--- config.mk ---
export PLATFORM = sky130hd
export DESIGN_NAME = dlsc_pcie_s6_inbound_write
export DESIGN_NICKNAME = d
export VERILOG_FILES = /design/src/rtl/dlsc_pcie_pkg.sv /design/src/rtl/dlsc_pcie_s6_inbound_write.sv
export SDC_FILE = /design/constraint.sdc
export NUM_CORES = 1
export LEC_CHECK = 0
export ABC_AREA = 1
export CAP_MARGIN = 0
export CORE_ASPECT_RATIO = 0.9
export CORE_MARGIN = 2
export CORE_UTILIZATION = 50
export CTS_BUF_LIST = sky130_fd_sc_hd__clkbuf_2
export CTS_CLUSTER_SIZE = 16
export DETAILED_ROUTE_END_ITERATION = 12
export PLACE_DENSITY = 0.84
export SYNTH_ARGS = -nofsm -noshare
export SYNTH_HDL_FRONTEND = slang
export SYNTH_SLANG_ARGS = --single-unit
--- constraint.sdc ---
create_clock -name clk -period 7.7 [get_ports clk]
set_clock_uncertainty 0.2 [all_clocks]
set_input_delay 0.77 -clock clk [delete_from_list [all_inputs] [get_ports clk]]
set_output_delay 0.77 -clock clk [all_outputs]
set_load 0.005 [all_outputs]
--- src/rtl/dlsc_pcie_pkg.sv ---
// Shared definitions for the Spartan-6 PCIe inbound paths: FSM encoding,
// AXI response codes and the TLP length decode.
package dlsc_pcie_pkg;

    typedef enum logic [1:0] {
        ST_IDLE = 2'd0,
        ST_CMD  = 2'd1,
        ST_DATA = 2'd2
    } state_t;

    localparam logic [1:0] AXI_RESP_OKAY   = 2'b00;
    localparam logic [1:0] AXI_RESP_EXOKAY = 2'b01;
    localparam logic [1:0] AXI_RESP_SLVERR = 2'b10;
    localparam logic [1:0] AXI_RESP_DECERR = 2'b11;

    localparam logic [10:0] LEN_1024 = 11'd1024;

    // A TLP length field of zero means the maximum of 1024 DWORDs.
    function automatic logic [10:0] decode_len(input logic [9:0] len);
        return (len == 10'd0) ? LEN_1024 : {1'b0, len};
    endfunction

endpackage

--- src/rtl/dlsc_pcie_s6_inbound_write.sv ---
// Splits inbound posted Memory Write TLPs into AXI INCR write bursts and
// retires their B responses, flagging error responses on err_valid.
module dlsc_pcie_s6_inbound_write
    import dlsc_pcie_pkg::*;
#(
    parameter int ADDR = 32,
    parameter int LEN  = 4,
    parameter int OT   = 4
) (
    input  logic            clk,
    input  logic            rst_n,

    output logic            tlp_h_ready,
    input  logic            tlp_h_valid,
    input  logic [ADDR-3:0] tlp_h_addr,
    input  logic [9:0]      tlp_h_len,
    input  logic [3:0]      tlp_h_be_first,
    input  logic [3:0]      tlp_h_be_last,

    output logic            tlp_d_ready,
    input  logic            tlp_d_valid,
    input  logic [31:0]     tlp_d_data,

    input  logic            axi_aw_ready,
    output logic            axi_aw_valid,
    output logic [ADDR-1:0] axi_aw_addr,
    output logic [LEN-1:0]  axi_aw_len,

    input  logic            axi_w_ready,
    output logic            axi_w_valid,
    output logic            axi_w_last,
    output logic [3:0]      axi_w_strb,
    output logic [31:0]     axi_w_data,

    output logic            axi_b_ready,
    input  logic            axi_b_valid,
    input  logic [1:0]      axi_b_resp,

    output logic            err_valid,
    output logic            idle
);

    localparam int OTW = $clog2(OT) + 1;

    state_t          state;
    logic            active;
    logic [ADDR-3:0] dw_addr;
    logic [10:0]     remaining;
    logic [3:0]      be_first_r;
    logic [3:0]      be_last_r;
    logic            first_beat;
    logic [LEN-1:0]  beat_cnt;
    logic [OTW-1:0]  outstanding;
    logic            aw_valid_r;
    logic [ADDR-1:0] aw_addr_r;
    logic [LEN-1:0]  aw_len_r;
    logic            err_r;

    logic [LEN:0]    space;
    logic [10:0]     burst;
    logic            aw_hs;
    logic            w_hs;
    logic            b_hs;
    logic            h_hs;
    logic            b_err;

    // Bursts stop at the next 2**LEN-DWORD boundary so they never wrap an AXI burst window.
    always_comb begin
        space = (LEN+1)'(1 << LEN) - {1'b0, dw_addr[LEN-1:0]};
        burst = (11'(space) < remaining) ? 11'(space) : remaining;
    end

    assign aw_hs = aw_valid_r && axi_aw_ready;
    assign w_hs  = (state == ST_DATA) && tlp_d_valid && axi_w_ready;
    assign b_hs  = active && axi_b_valid;
    assign h_hs  = tlp_h_ready && tlp_h_valid;
    assign b_err = (axi_b_resp == AXI_RESP_SLVERR) || (axi_b_resp == AXI_RESP_DECERR);

    assign tlp_h_ready  = active && (state == ST_IDLE);
    assign tlp_d_ready  = (state == ST_DATA) && axi_w_ready;
    assign axi_w_valid  = (state == ST_DATA) && tlp_d_valid;
    assign axi_w_last   = (state == ST_DATA) && (beat_cnt == '0);
    assign axi_w_data   = tlp_d_data;
    assign axi_b_ready  = active;
    assign axi_aw_valid = aw_valid_r;
    assign axi_aw_addr  = aw_addr_r;
    assign axi_aw_len   = aw_len_r;
    assign err_valid    = err_r;
    assign idle         = (state == ST_IDLE) && (outstanding == '0);

    // Single-DWORD TLPs take be_first only, since first and last beat coincide.
    always_comb begin
        axi_w_strb = 4'h0;
        if (state == ST_DATA) begin
            if (first_beat)
                axi_w_strb = be_first_r;
            else if (remaining == 11'd1)
                axi_w_strb = be_last_r;
            else
                axi_w_strb = 4'hF;
        end
    end

    always_ff @(posedge clk or negedge rst_n) begin
        if (!rst_n) begin
            state      <= ST_IDLE;
            active     <= 1'b0;
            dw_addr    <= '0;
            remaining  <= '0;
            be_first_r <= '0;
            be_last_r  <= '0;
            first_beat <= 1'b0;
            beat_cnt   <= '0;
            aw_valid_r <= 1'b0;
            aw_addr_r  <= '0;
            aw_len_r   <= '0;
            err_r      <= 1'b0;
        end else begin
            active <= 1'b1;
            err_r  <= b_hs && b_err;
            case (state)
                ST_IDLE: begin
                    if (h_hs) begin
                        dw_addr    <= tlp_h_addr;
                        remaining  <= decode_len(tlp_h_len);
                        be_first_r <= tlp_h_be_first;
                        be_last_r  <= tlp_h_be_last;
                        first_beat <= 1'b1;
                        state      <= ST_CMD;
                    end
                end
                ST_CMD: begin
                    // AW is loaded once and then held untouched until accepted.
                    if (!aw_valid_r) begin
                        if (outstanding < OTW'(OT)) begin
                            aw_valid_r <= 1'b1;
                            aw_addr_r  <= {dw_addr, 2'b00};
                            aw_len_r   <= LEN'(burst - 11'd1);
                        end
                    end else if (axi_aw_ready) begin
                        aw_valid_r <= 1'b0;
                        beat_cnt   <= aw_len_r;
                        state      <= ST_DATA;
                    end
                end
                ST_DATA: begin
                    if (w_hs) begin
                        dw_addr    <= dw_addr + 1'b1;
                        remaining  <= remaining - 11'd1;
                        first_beat <= 1'b0;
                        beat_cnt   <= beat_cnt - 1'b1;
                        if (beat_cnt == '0)
                            state <= (remaining == 11'd1) ? ST_IDLE : ST_CMD;
                    end
                end
                default: state <= ST_IDLE;
            endcase
        end
    end

    always_ff @(posedge clk or negedge rst_n) begin
        if (!rst_n) begin
            outstanding <= '0;
        end else begin
            case ({aw_hs, b_hs && (outstanding != '0)})
                2'b10:   outstanding <= outstanding + 1'b1;
                2'b01:   outstanding <= outstanding - 1'b1;
                default: outstanding <= outstanding;
            endcase
        end
    end

endmodule
== After elaboration in Yosys (flattened, before gate mapping) ==
Index checks and enable logic that the tools add are counted.

* Flip-flop bits (word level): 96
* Input port bits: 89
* Output and inout bits: 80
* Logic and storage cells: 89

* $add $sub $neg: 7
* Magnitude comparators: 2
* Equal/unequal tests: 12
* Muxes and demuxes: 29
* Bitwise gates (word level): 1
* Reductions and logical operators: 25

{| class="wikitable"
|+ Operators by type and width
! operator !! number
|-
| $mux W30 || 2
|-
| $pmux W30 S2 || 1
|-
| $mux W11 || 3
|-
| $add A30 B1 Y30 const B || 1
|-
| $mux W4 || 7
|-
| $pmux W11 S2 || 1
|-
| $eq A11 B1 Y1 const B || 1
|-
| $logic_and A1 B1 Y1 || 11
|-
| $lt A5 B11 Y1 || 1
|-
| $sub A11 B1 Y11 const B || 1
|-
| $logic_not A10 Y1 || 1
|-
| $mux W2 || 5
|-
| $eq A2 B2 Y1 const B || 4
|-
| $ne A2 B2 Y1 const B || 4
|-
| $pmux W4 S2 || 1
|-
| $sub A4 B1 Y4 const B || 2
|-
| $mux W1 || 6
|-
| $pmux W2 S3 || 1
|-
| $pmux W3 S2 || 1
|-
| $reduce_and A3 Y1 || 2
|-
| $reduce_bool A2 Y1 || 3
|-
| $reduce_and A5 Y1 || 1
|-
| $sub A5 B4 Y5 const A || 1
|-
| $eq A2 B1 Y1 const B || 2
|-
| other kinds (13) || 13
|}

== Longest topological paths before layout ==
Gate-level depths: netlist of the first run.

* Word-level depth: 5
* Depth in mapped cells: 18
* Mapped depth without buffers: 18

== Least setup slack after synthesis of the first run ==
Ideal clock, no wire load.

* Path type: reg2reg
* Start point: register dw_addr[0]
* End point: register aw_len_r[2], in the netlist axi_aw_len[2]
* Setup time: 0.133 ns
* Arrival: 2.314 ns
* Required time: 7.367 ns
* Slack: 5.053 ns
* Cell stages (with the launch flop): 17
* Path buffers: 0
* Period minus slack after synthesis: 2.647 ns
* Cells stage by stage: dfrtp_1 clkinv_1 ha_1 xor2_1 inv_1 ha_1 a21oi_1 nand2_1 nand2_1 nand2_1 nand2_1 nand2_1 ha_1 inv_1 nand2_1 nand3_1 o21ai_0

* Longest elaborated chain between the ends: 4

{| class="wikitable"
|+ RTL lines
! what !! RTL line !! source
|-
| start: declaration || dlsc_pcie_s6_inbound_write.sv:47 || <nowiki>logic [ADDR-3:0] dw_addr;</nowiki>
|-
| start signal: assignment || dlsc_pcie_s6_inbound_write.sv:124 || <nowiki>dw_addr <= tlp_h_addr;</nowiki>
|-
| start signal: assignment || dlsc_pcie_s6_inbound_write.sv:148 || <nowiki>dw_addr <= dw_addr + 1'b1;</nowiki>
|-
| $sub A5 B4 Y5 * || dlsc_pcie_s6_inbound_write.sv:69 || <nowiki>space = (LEN+1)'(1 << LEN) - {1'b0, dw_addr[LEN-1:0]};</nowiki>
|-
| $lt A5 B11 Y1 || dlsc_pcie_s6_inbound_write.sv:70 || <nowiki>burst = (11'(space) < remaining) ? 11'(space) : remaining;</nowiki>
|-
| $mux W4 * || dlsc_pcie_s6_inbound_write.sv:70 ||
|-
| $sub A4 B1 Y4 * || dlsc_pcie_s6_inbound_write.sv:138 || <nowiki>aw_len_r <= LEN'(burst - 11'd1);</nowiki>
|-
| end signal: assignment || dlsc_pcie_s6_inbound_write.sv:138 ||
|-
| end: declaration || dlsc_pcie_s6_inbound_write.sv:56 || <nowiki>logic [LEN-1:0] aw_len_r;</nowiki>
|}

Every way passes the cells marked *; elsewhere a longest branch is shown, timed or not.
A chain may end at the register's enable or synchronous reset.

== Worst setup path after layout of the first run ==
* Start point: register remaining[6]
* End point: output axi_w_strb[0]

* Longest elaborated chain between the ends: 4

{| class="wikitable"
|+ RTL lines
! what !! RTL line !! source
|-
| start: declaration || dlsc_pcie_s6_inbound_write.sv:48 || <nowiki>logic [10:0] remaining;</nowiki>
|-
| start signal: assignment || dlsc_pcie_s6_inbound_write.sv:125 || <nowiki>remaining <= decode_len(tlp_h_len);</nowiki>
|-
| start signal: assignment || dlsc_pcie_s6_inbound_write.sv:149 || <nowiki>remaining <= remaining - 11'd1;</nowiki>
|-
| $eq A11 B1 Y1 || dlsc_pcie_s6_inbound_write.sv:97 || <nowiki>else if (remaining == 11'd1)</nowiki>
|-
| $mux W4 || dlsc_pcie_s6_inbound_write.sv:97 ||
|-
| $mux W4 || dlsc_pcie_s6_inbound_write.sv:95 || <nowiki>if (first_beat)</nowiki>
|-
| $mux W4 || dlsc_pcie_s6_inbound_write.sv:94 || <nowiki>if (state == ST_DATA) begin</nowiki>
|-
| end: declaration || dlsc_pcie_s6_inbound_write.sv:32 || <nowiki>output logic [3:0] axi_w_strb,</nowiki>
|}

Every way passes these cells.

==> results of run 1 <==
## routing by layer
metal | wire [um] | track usage, %
met2 | 6112 | 34.63
met1 | 6486 | 35.04
met5 | 0 | 0
met3 | 1032 | 4.485
met4 | 152 | 6.037
## final cells by class
cell class | instances | area, um^2 | area share (%)
clock inverter | 5 | 81.33 | 1.220
timing repair buffer | 104 | 1033 | 15.50
multi-input combinational | 527 | 2606 | 39.09
tap | 152 | 190.2 | 2.852
clock buffer | 10 | 50.05 | 0.7506
sequential | 96 | 2402 | 36.03
inverter | 81 | 304.0 | 4.560
## synth_stat cells (all sizes together) (2+ instances only)
library cell | count | area share [%]
xnor2 | 3 | 0.46
nor2 | 83 | 5.9
o21ai | 87 | 7.6
nor4 | 4 | 0.44
inv | 80 | 5.3
nor3 | 16 | 1.7
conb | 2 | 0.13
a31oi | 4 | 0.44
buf | 49 | 6.1
nand4 | 11 | 1.2
nand2 | 197 | 13
o211ai | 8 | 1.1
xor2 | 10 | 1.5
ha | 11 | 2.4
o31ai | 5 | 0.66
nand3 | 39 | 3.7
o22ai | 14 | 1.5
a22oi | 9 | 1.2
clkbuf | 11 | 0.72
a21oi | 16 | 1.4
dfrtp | 96 | 42
## final timing paths
kind	endpoint	depth (start not counted)
setup reg to reg	axi_aw_len[2]$_DFFE_PN0P_	16
hold reg to reg	axi_aw_addr[22]$_DFFE_PN0P_	2
min in group asynchronous	axi_aw_addr[12]$_DFFE_PN0P_	2
hold / removal	axi_aw_addr[22]$_DFFE_PN0P_	2
setup / recovery	axi_w_strb[0]	7
max in group asynchronous	axi_aw_addr[26]$_DFFE_PN0P_	3
## what timing repair did
item,in CTS,in global routing
buffers inserted,0,0
endpoints found under the hold margin,30,0
resized for setup,0,0
hold buffers,1,0
## where the power goes
| part | internal, W | switching, W |
|---|---|---|
| sequential | 0.000713 | 0.000182 |
| combinational | 0.000503 | 0.000720 |
| clock | 0.000108 | 0.000176 |
## state kept, by name (all words and copies together), names as in the netlist, 3 cells and up
name and count:
axi_aw_addr 30, dw_addr 30, remaining 11, axi_aw_len 4, be_first_r 4, be_last_r 4, beat_cnt 4, outstanding 3
## per-stage QoR
stage          hold WS, ps  cells  setup slack (ps)
2_1_floorplan        248.9    764              5053
3_3_place_gp         255.1    959              4317
3_5_place_dp         262.7    959              4283
4_1_cts              322.9    975              4115
5_1_grt              346.0    975              3907
6_report             320.1    975              4149
## cells in the final DEF, fill, tap and decap left out, types with 4 or more instances in the layout
master,netlist,layout
clkdlybuf4s50_1,0,100
ha_1,11,11
a22oi_1,9,9
dfrtp_1,96,96
inv_1,74,74
inv_2,6,6
nand2_1,196,196
o211ai_1,8,8
o22ai_1,14,14
nor3_1,14,14
xor2_1,10,10
nor4_1,4,4
o31ai_1,5,5
nor2_1,79,79
clkbuf_2,0,10
a21oi_1,16,16
nand3_1,37,37
o21ai_1,8,8
nand4_1,11,11
o21ai_0,79,79
a31oi_1,4,4
## logic make-up after synthesis
kind of cell / Yosys count / synth area share (%)
mux: 1 / 0.1758
compound gates: 146 / 14.37
flops: 96 / 42.18
buf+inv: 141 / 12.13
other cells: 2 / 0.1319
xor+xnor: 13 / 1.999
fa+ha+maj: 12 / 2.768
simple gates: 352 / 26.25
## worst min-delay path: stages, from the launching register on
cell	delay, ps
dfrtp_1	410
nand2_1	50
nand2_1	50
==> summary.md, run 1 <==
| Metric | Value |
|---|---|
| Fraction of layout cells with a size suffix above 1 | `4.131%` |
| CP Cell Sequence | `nor2_1 > nand3_1 > nor4_1 > nand3_1 > o31ai_1 > inv_1 > clkdlybuf4s50_1` |
| Dpl hpwl | `9743 um` |
| Area after DPL | `0.006526 mm^2` |
| Worst EP arrival | `2580 ps` |
| Hold Violations, Final | `0` |
| Filler cells | `1007` |
| Die area | `0.01226 mm^2` |
| Wirelength per Cell | `14.14 um` |
| Fraction of registers with async set/reset | `100.0%` |
| Worst Setup End Kind | `output pin` |
| Core Box Area | `0.01095 mm^2` |
| Starting density of the core | `52.03%` |
| Clk root buf | `clkbuf_2` |
| P_leak | `3.069 nW` |
| Fmax | `0.2816 GHz` |
| Crit path kind | `register to output pin` |
| Global Route Usage Sum | `23.33%` |
| CP max stage cell | `dfrtp_1` |
| Design area | `0.006668 mm^2` |
| DRT antenna net count | `0` |
| Post-synthesis average cell area | `7.465 um^2` |
| Max cap viols | `0` |
| Clk slew on worst S/H paths | `270 ps` |
| I/O Buffers | `101` |
| Vias in the first global route | `4825` |
| RSZ-0062 raised after global routing | `false` |
| Worst path most repeated cell | `nand3_1` |
| Die width | `116.5 um` |
| Io pins | `169` |
| CP Max Fanout | `5` |
| Status | `complete, no violations` |
| Syn Inst Count | `763` |
| Final core occ | `60.92%` |
| Power consumption | `0.002402 W` |
| Residual DRC | `0` |
| Initial antenna violation count | `0` |
| Clk buf depth | `2` |
| Crit. Startpoint | `remaining[6]$_DFFE_PN0P_` |
| Overflow after GRT | `0` |
| Final Critical Period | `3551 ps` |
| R2R Path Start | `dw_addr[0]$_DFFE_PN0P_` |
| Pwr/cell area | `360.2 mW/mm^2` |
| Vias per inst | `5.349` |
| Ant diodes | `0` |
| Critical path's largest stage delay | `480 ps` |
| DRT Pass-1 Iters | `5` |
| Worst IR Drop VDD | `205.6 uV` |
| # setup viols final | `0` |
| Worst Path Buf+Inv | `2` |
| Worst hold path class | `register to register` |
| Worst EP required | `6730 ps` |
| Largest net degree at the start of global routing | `67` |
| Die Y | `105.3 um` |
| Vias after detailed routing | `5215` |
| Total Wirelength | `13780 um` |
| Worst-Skew Late Latency | `560 ps` |
| Setup TNS | `0 ps` |
| Fin crit share | `46.12%` |
| Sequential element share of the synthesized area | `42.18%` |
| First-pass GRT wire length | `23120 um` |
| Synth warnings | `0` |
| #FFs+latches synth | `96` |
| Synth Cell Area | `0.005695 mm^2` |
| Row cnt | `36` |
| Flop-to-flop setup slack | `4560 ps` |
| CTS Buf Count | `9` |
| Iteration-0 DRC Markers | `236` |
| CTS tree | `built` |
| Worst-Margin Slew | `919.3 ps` |
| Fin. max-slew vios | `0` |
| Crit path launch type | `register` |
| Predominant post-synthesis flop cell | `dfrtp_1` |
| P&R area growth vs syn | `17.07%` |
| Clock tree sinks | `96` |
| EDFF count, synth | `0` |
| Family with the most delay on the worst path | `simple AND/OR/NAND/NOR gates` |
| Slew HR | `38.63%` |
| Final #Nets | `920` |
| Synth cell types | `41` |
| Max H-tree Level | `3` |
| Hold_sp | `axi_aw_addr[22]$_DFFE_PN0P_` |
| Final Wtd Congestion | `0.9308` |
Power figures use the tool's default switching activity.
==> run 2, diff against run 1 <==
--- a/config.mk
+++ b/config.mk
@@ -9,11 +9,11 @@
 export CAP_MARGIN = 0
 export CORE_ASPECT_RATIO = 0.9
 export CORE_MARGIN = 2
-export CORE_UTILIZATION = 50
+export CORE_UTILIZATION = 45
 export CTS_BUF_LIST = sky130_fd_sc_hd__clkbuf_2
 export CTS_CLUSTER_SIZE = 16
 export DETAILED_ROUTE_END_ITERATION = 12
-export PLACE_DENSITY = 0.84
+export PLACE_DENSITY = 0.8
 export SYNTH_ARGS = -nofsm -noshare
 export SYNTH_HDL_FRONTEND = slang
 export SYNTH_SLANG_ARGS = --single-unit
==> constraint.sdc (replaced) <==
create_clock -name clk -period 3.1 [get_ports clk]
set_clock_uncertainty 0.2 [all_clocks]
set_input_delay 0.31 -clock clk [delete_from_list [all_inputs] [get_ports clk]]
set_output_delay 0.31 -clock clk [all_outputs]
set_load 0.005 [all_outputs]
==> run 2 against run 1 <==
Power rose to 2.6 times the previous value; hold slack worse by 240 ps; design area up 3.8%; via count up 0.29%; global-route usage down 1.7 points; sequential power rose to 2.5 times the previous value; critical path type is now register to register; largest power group unchanged.
==> summary.md, run 2 (same netlist as run 1, synthesis figures left out) <==
| Metric | Value |
|---|---|
| Largest net degree at the start of global routing | `80 (+19%)` |
| Iteration-0 DRC Markers | `405 (+72%)` |
| Global Route Usage Sum | `21.59% (-1.7 points)` |
| Filler cells | `1141 (+13%)` |
| Io pins | `169 (unchanged)` |
| Int Power | `0.003455 W (+160%)` |
| Final #Nets | `938 (+2.0%)` |
| Core Box Area | `0.01222 mm^2 (+12%)` |
| Clk buf depth | `2 (unchanged)` |
| Non-Filler Instances | `1002 (+2.8%)` |
| Crit path launch type | `register` |
| Clk slew on worst S/H paths | `260 ps (about the same)` |
| Total Wirelength | `14280 um (+3.6%)` |
| Critical path's largest stage delay | `460 ps (-20 ps)` |
| Crit path kind | `register to register` |
| Row cnt | `38 (+5.6%)` |
| Initial antenna violation count | `0 (unchanged)` |
| Power consumption | `0.006165 W (+160%)` |
| Worst-Skew Late Latency | `580 ps (+20 ps)` |
| Max cap viols | `0 (unchanged)` |
| # setup viols final | `0 (unchanged)` |
| Worst Setup End Kind | `register` |
| Die area | `0.01357 mm^2 (+11%)` |
| Design area | `0.006924 mm^2 (+3.8%)` |
| CTS Buf Count | `9 (unchanged)` |
| CP Max Fanout | `6 (+1)` |
| Fmax | `0.3534 GHz` |
| RSZ-0062 raised after global routing | `false` |
| P_leak | `3.202 nW (+4.3%)` |
| Worst-Margin Slew | `1012 ps (+93.19 ps)` |
| Clk root buf | `clkbuf_2` |
| Seq pwr share | `36.5% (-0.8 points)` |
| Switch share | `43.97% (-0.94 points)` |
| Vias in the first global route | `4855 (+0.62%)` |
| Psw | `0.002711 W (+150%)` |
| DRT Pass-1 Iters | `5 (unchanged)` |
| Most frequent cells in the layout | `nand2_1, clkdlybuf4s50_1, dfrtp_1` |
| Final core occ | `56.67% (-4.3 points)` |
| Die width | `122.6 um (+5.2%)` |
| Commonest non-fill, non-tap cell in the layout | `nand2_1` |
| First-pass GRT wire length | `23490 um (+1.6%)` |
| CP max stage cell | `dfrtp_1` |
| Worst IR Drop VDD | `400.8 uV (+95%)` |
| Vias after detailed routing | `5230 (+0.29%)` |
| R2R depth | `16 (unchanged)` |
| # placed instances | `973 (+1.5%)` |
| P&R area growth vs syn | `21.57%` |
| Setup TNS | `0 ps (unchanged)` |
| DRT antenna net count | `0 (unchanged)` |
| Ant diodes | `0 (unchanged)` |
| Dpl hpwl | `10250 um (+5.2%)` |
| Status | `complete, no violations` |
| Final Wtd Congestion | `0.9178 (-1.4%)` |
| Clock share of power | `12.7% (+0.9 points)` |
| Fin crit share | `91.29%` |
| CP Cell Sequence | `inv_1 > ha_1 > xor2_1 > inv_1 > ha_1 > a21oi_1 > nand2_1 > nand2_1 > nand2_1 > nand2_1 > nand2_1 > ha_1 > inv_1 > nand2_1 > nand3_1 > o21ai_0` |
| Fraction of layout cells with a size suffix above 1 | `6.176% (+2.0 points)` |
| Hold Violations, Final | `0 (unchanged)` |
| Residual DRC | `0 (unchanged)` |
| Worst EP required | `3380 ps (-3350 ps)` |
| Worst path most repeated cell | `nand2_1` |
| Clock tree sinks | `96 (unchanged)` |
| Final Critical Period | `2830 ps` |
| Die Y | `110.7 um (+5.2%)` |
| Hold Crit Depth | `3 (+1)` |
| Overflow after GRT | `0 (unchanged)` |
| Pwr/cell area | `890.4 mW/mm^2 (+150%)` |
| Fin. max-slew vios | `0 (unchanged)` |
| Comb power frac | `50.9% (about the same)` |
| Worst hold path class | `input port to register` |
| Max H-tree Level | `3 (unchanged)` |
| I/O Buffers | `101 (unchanged)` |
| Worst EP arrival | `3110 ps (+530 ps)` |
| Slew HR | `32.50% (-6.1 points)` |
| Wirelength per Cell | `14.25 um (+0.83%)` |
| CTS tree | `built` |
| Starting density of the core | `46.61% (-5.4 points)` |
| Area after DPL | `0.006594 mm^2 (+1.0%)` |
| Vias per inst | `5.220 (-2.4%)` |
-- run 2: cell count changes in the layout (fill, tap and decap cells not counted), moves of 2 or more --
cell	delta
o31ai_1	-3
buf_4	+7
dlygate4sd3_1	+9
o31ai_2	+3
dfrtp_2	+2
dlymetal6s2s_1	+4
dfrtp_1	-2
clkdlybuf4s50_1	-4
-- run 2: critical path: cells and delay by family, from the launching register on --
kind	cells	cell delay [ps]
AOI/OAI and AO/OA	2	210
xor gates and xnor gates	1	200
adders and majority gates	3	730
DFF	1	460
and+or+nand+nor	7	620
buffers and inverters	3	300
-- run 2: layout make-up --
cell class	count	area, um^2	share of cell area [%]
multi-input cells	527	2640	38.13
flip-flops and latches	96	2405	34.73
repair buffers	122	1217	17.58
inverters	81	304.0	4.391
well taps	160	200.2	2.891
clock inverters	6	107.6	1.554
clock buffers	10	50.05	0.7228
-- run 2: worst paths after layout --
| path | startpoint | end | slack, ps |
|---|---|---|---|
| max | dw_addr[1]$_DFFE_PN0P_ | axi_aw_len[2]$_DFFE_PN0P_ | 270 |
| min | axi_b_valid | err_valid$_DFF_PN0_ | 80 |
| max reg2reg | dw_addr[1]$_DFFE_PN0P_ | axi_aw_len[2]$_DFFE_PN0P_ | 270 |
| min reg2reg | axi_aw_addr[6]$_DFFE_PN0P_ | axi_aw_addr[6]$_DFFE_PN0P_ | 310 |
| max in group asynchronous | rst_n | outstanding[0]$_DFFE_PN0P_ | 1750 |
| min in group asynchronous | rst_n | remaining[2]$_DFFE_PN0P_ | 220 |
-- run 2: power groups by stage --
stage               sequential [W]  clock [W]  combinational, W
floorplan                  0.00215          0           0.00211
global placement           0.00224          0           0.00300
detailed placement         0.00225          0           0.00307
CTS                        0.00223   0.000793           0.00310
global route               0.00232   0.000849           0.00357
finish                     0.00225   0.000780           0.00314
-- run 2: metrics by stage --
stage	setup WS, ps	hold WS (ps)
final	270.1	83.24
after floorplan	453.2	-185.6
after CTS	31.57	0.8311
after global routing	37.47	47.71
after detailed placement	310.5	271.0
after global placement	403.8	260.3
-- run 2: layer usage --
metal,wire length [um],vias to the layer above,GRT usage [%]
li1,-,2605,-
met1,6665,2426,30.78
met2,6525,178,33.22
met3,900,21,5.093
met4,191,0,5.057
met5,0,-,0
-- run 2: repair_timing --
action	CTS	global route
gates resized for setup	0	14
hold endpoints to repair	81	5
pin swaps	1	1
hold buffers	5	5
gates cloned	0	0
setup endpoints to repair	4	5
setup buffers	1	2
==> run 3, diff against run 2 <==
--- a/config.mk
+++ b/config.mk
@@ -17,3 +17,4 @@
 export SYNTH_ARGS = -nofsm -noshare
 export SYNTH_HDL_FRONTEND = slang
 export SYNTH_SLANG_ARGS = --single-unit
+export TNS_END_PERCENT = 50
==> results of run 3 <==
Same layout as run 2: the final DEF is identical, and so are final timing and power.
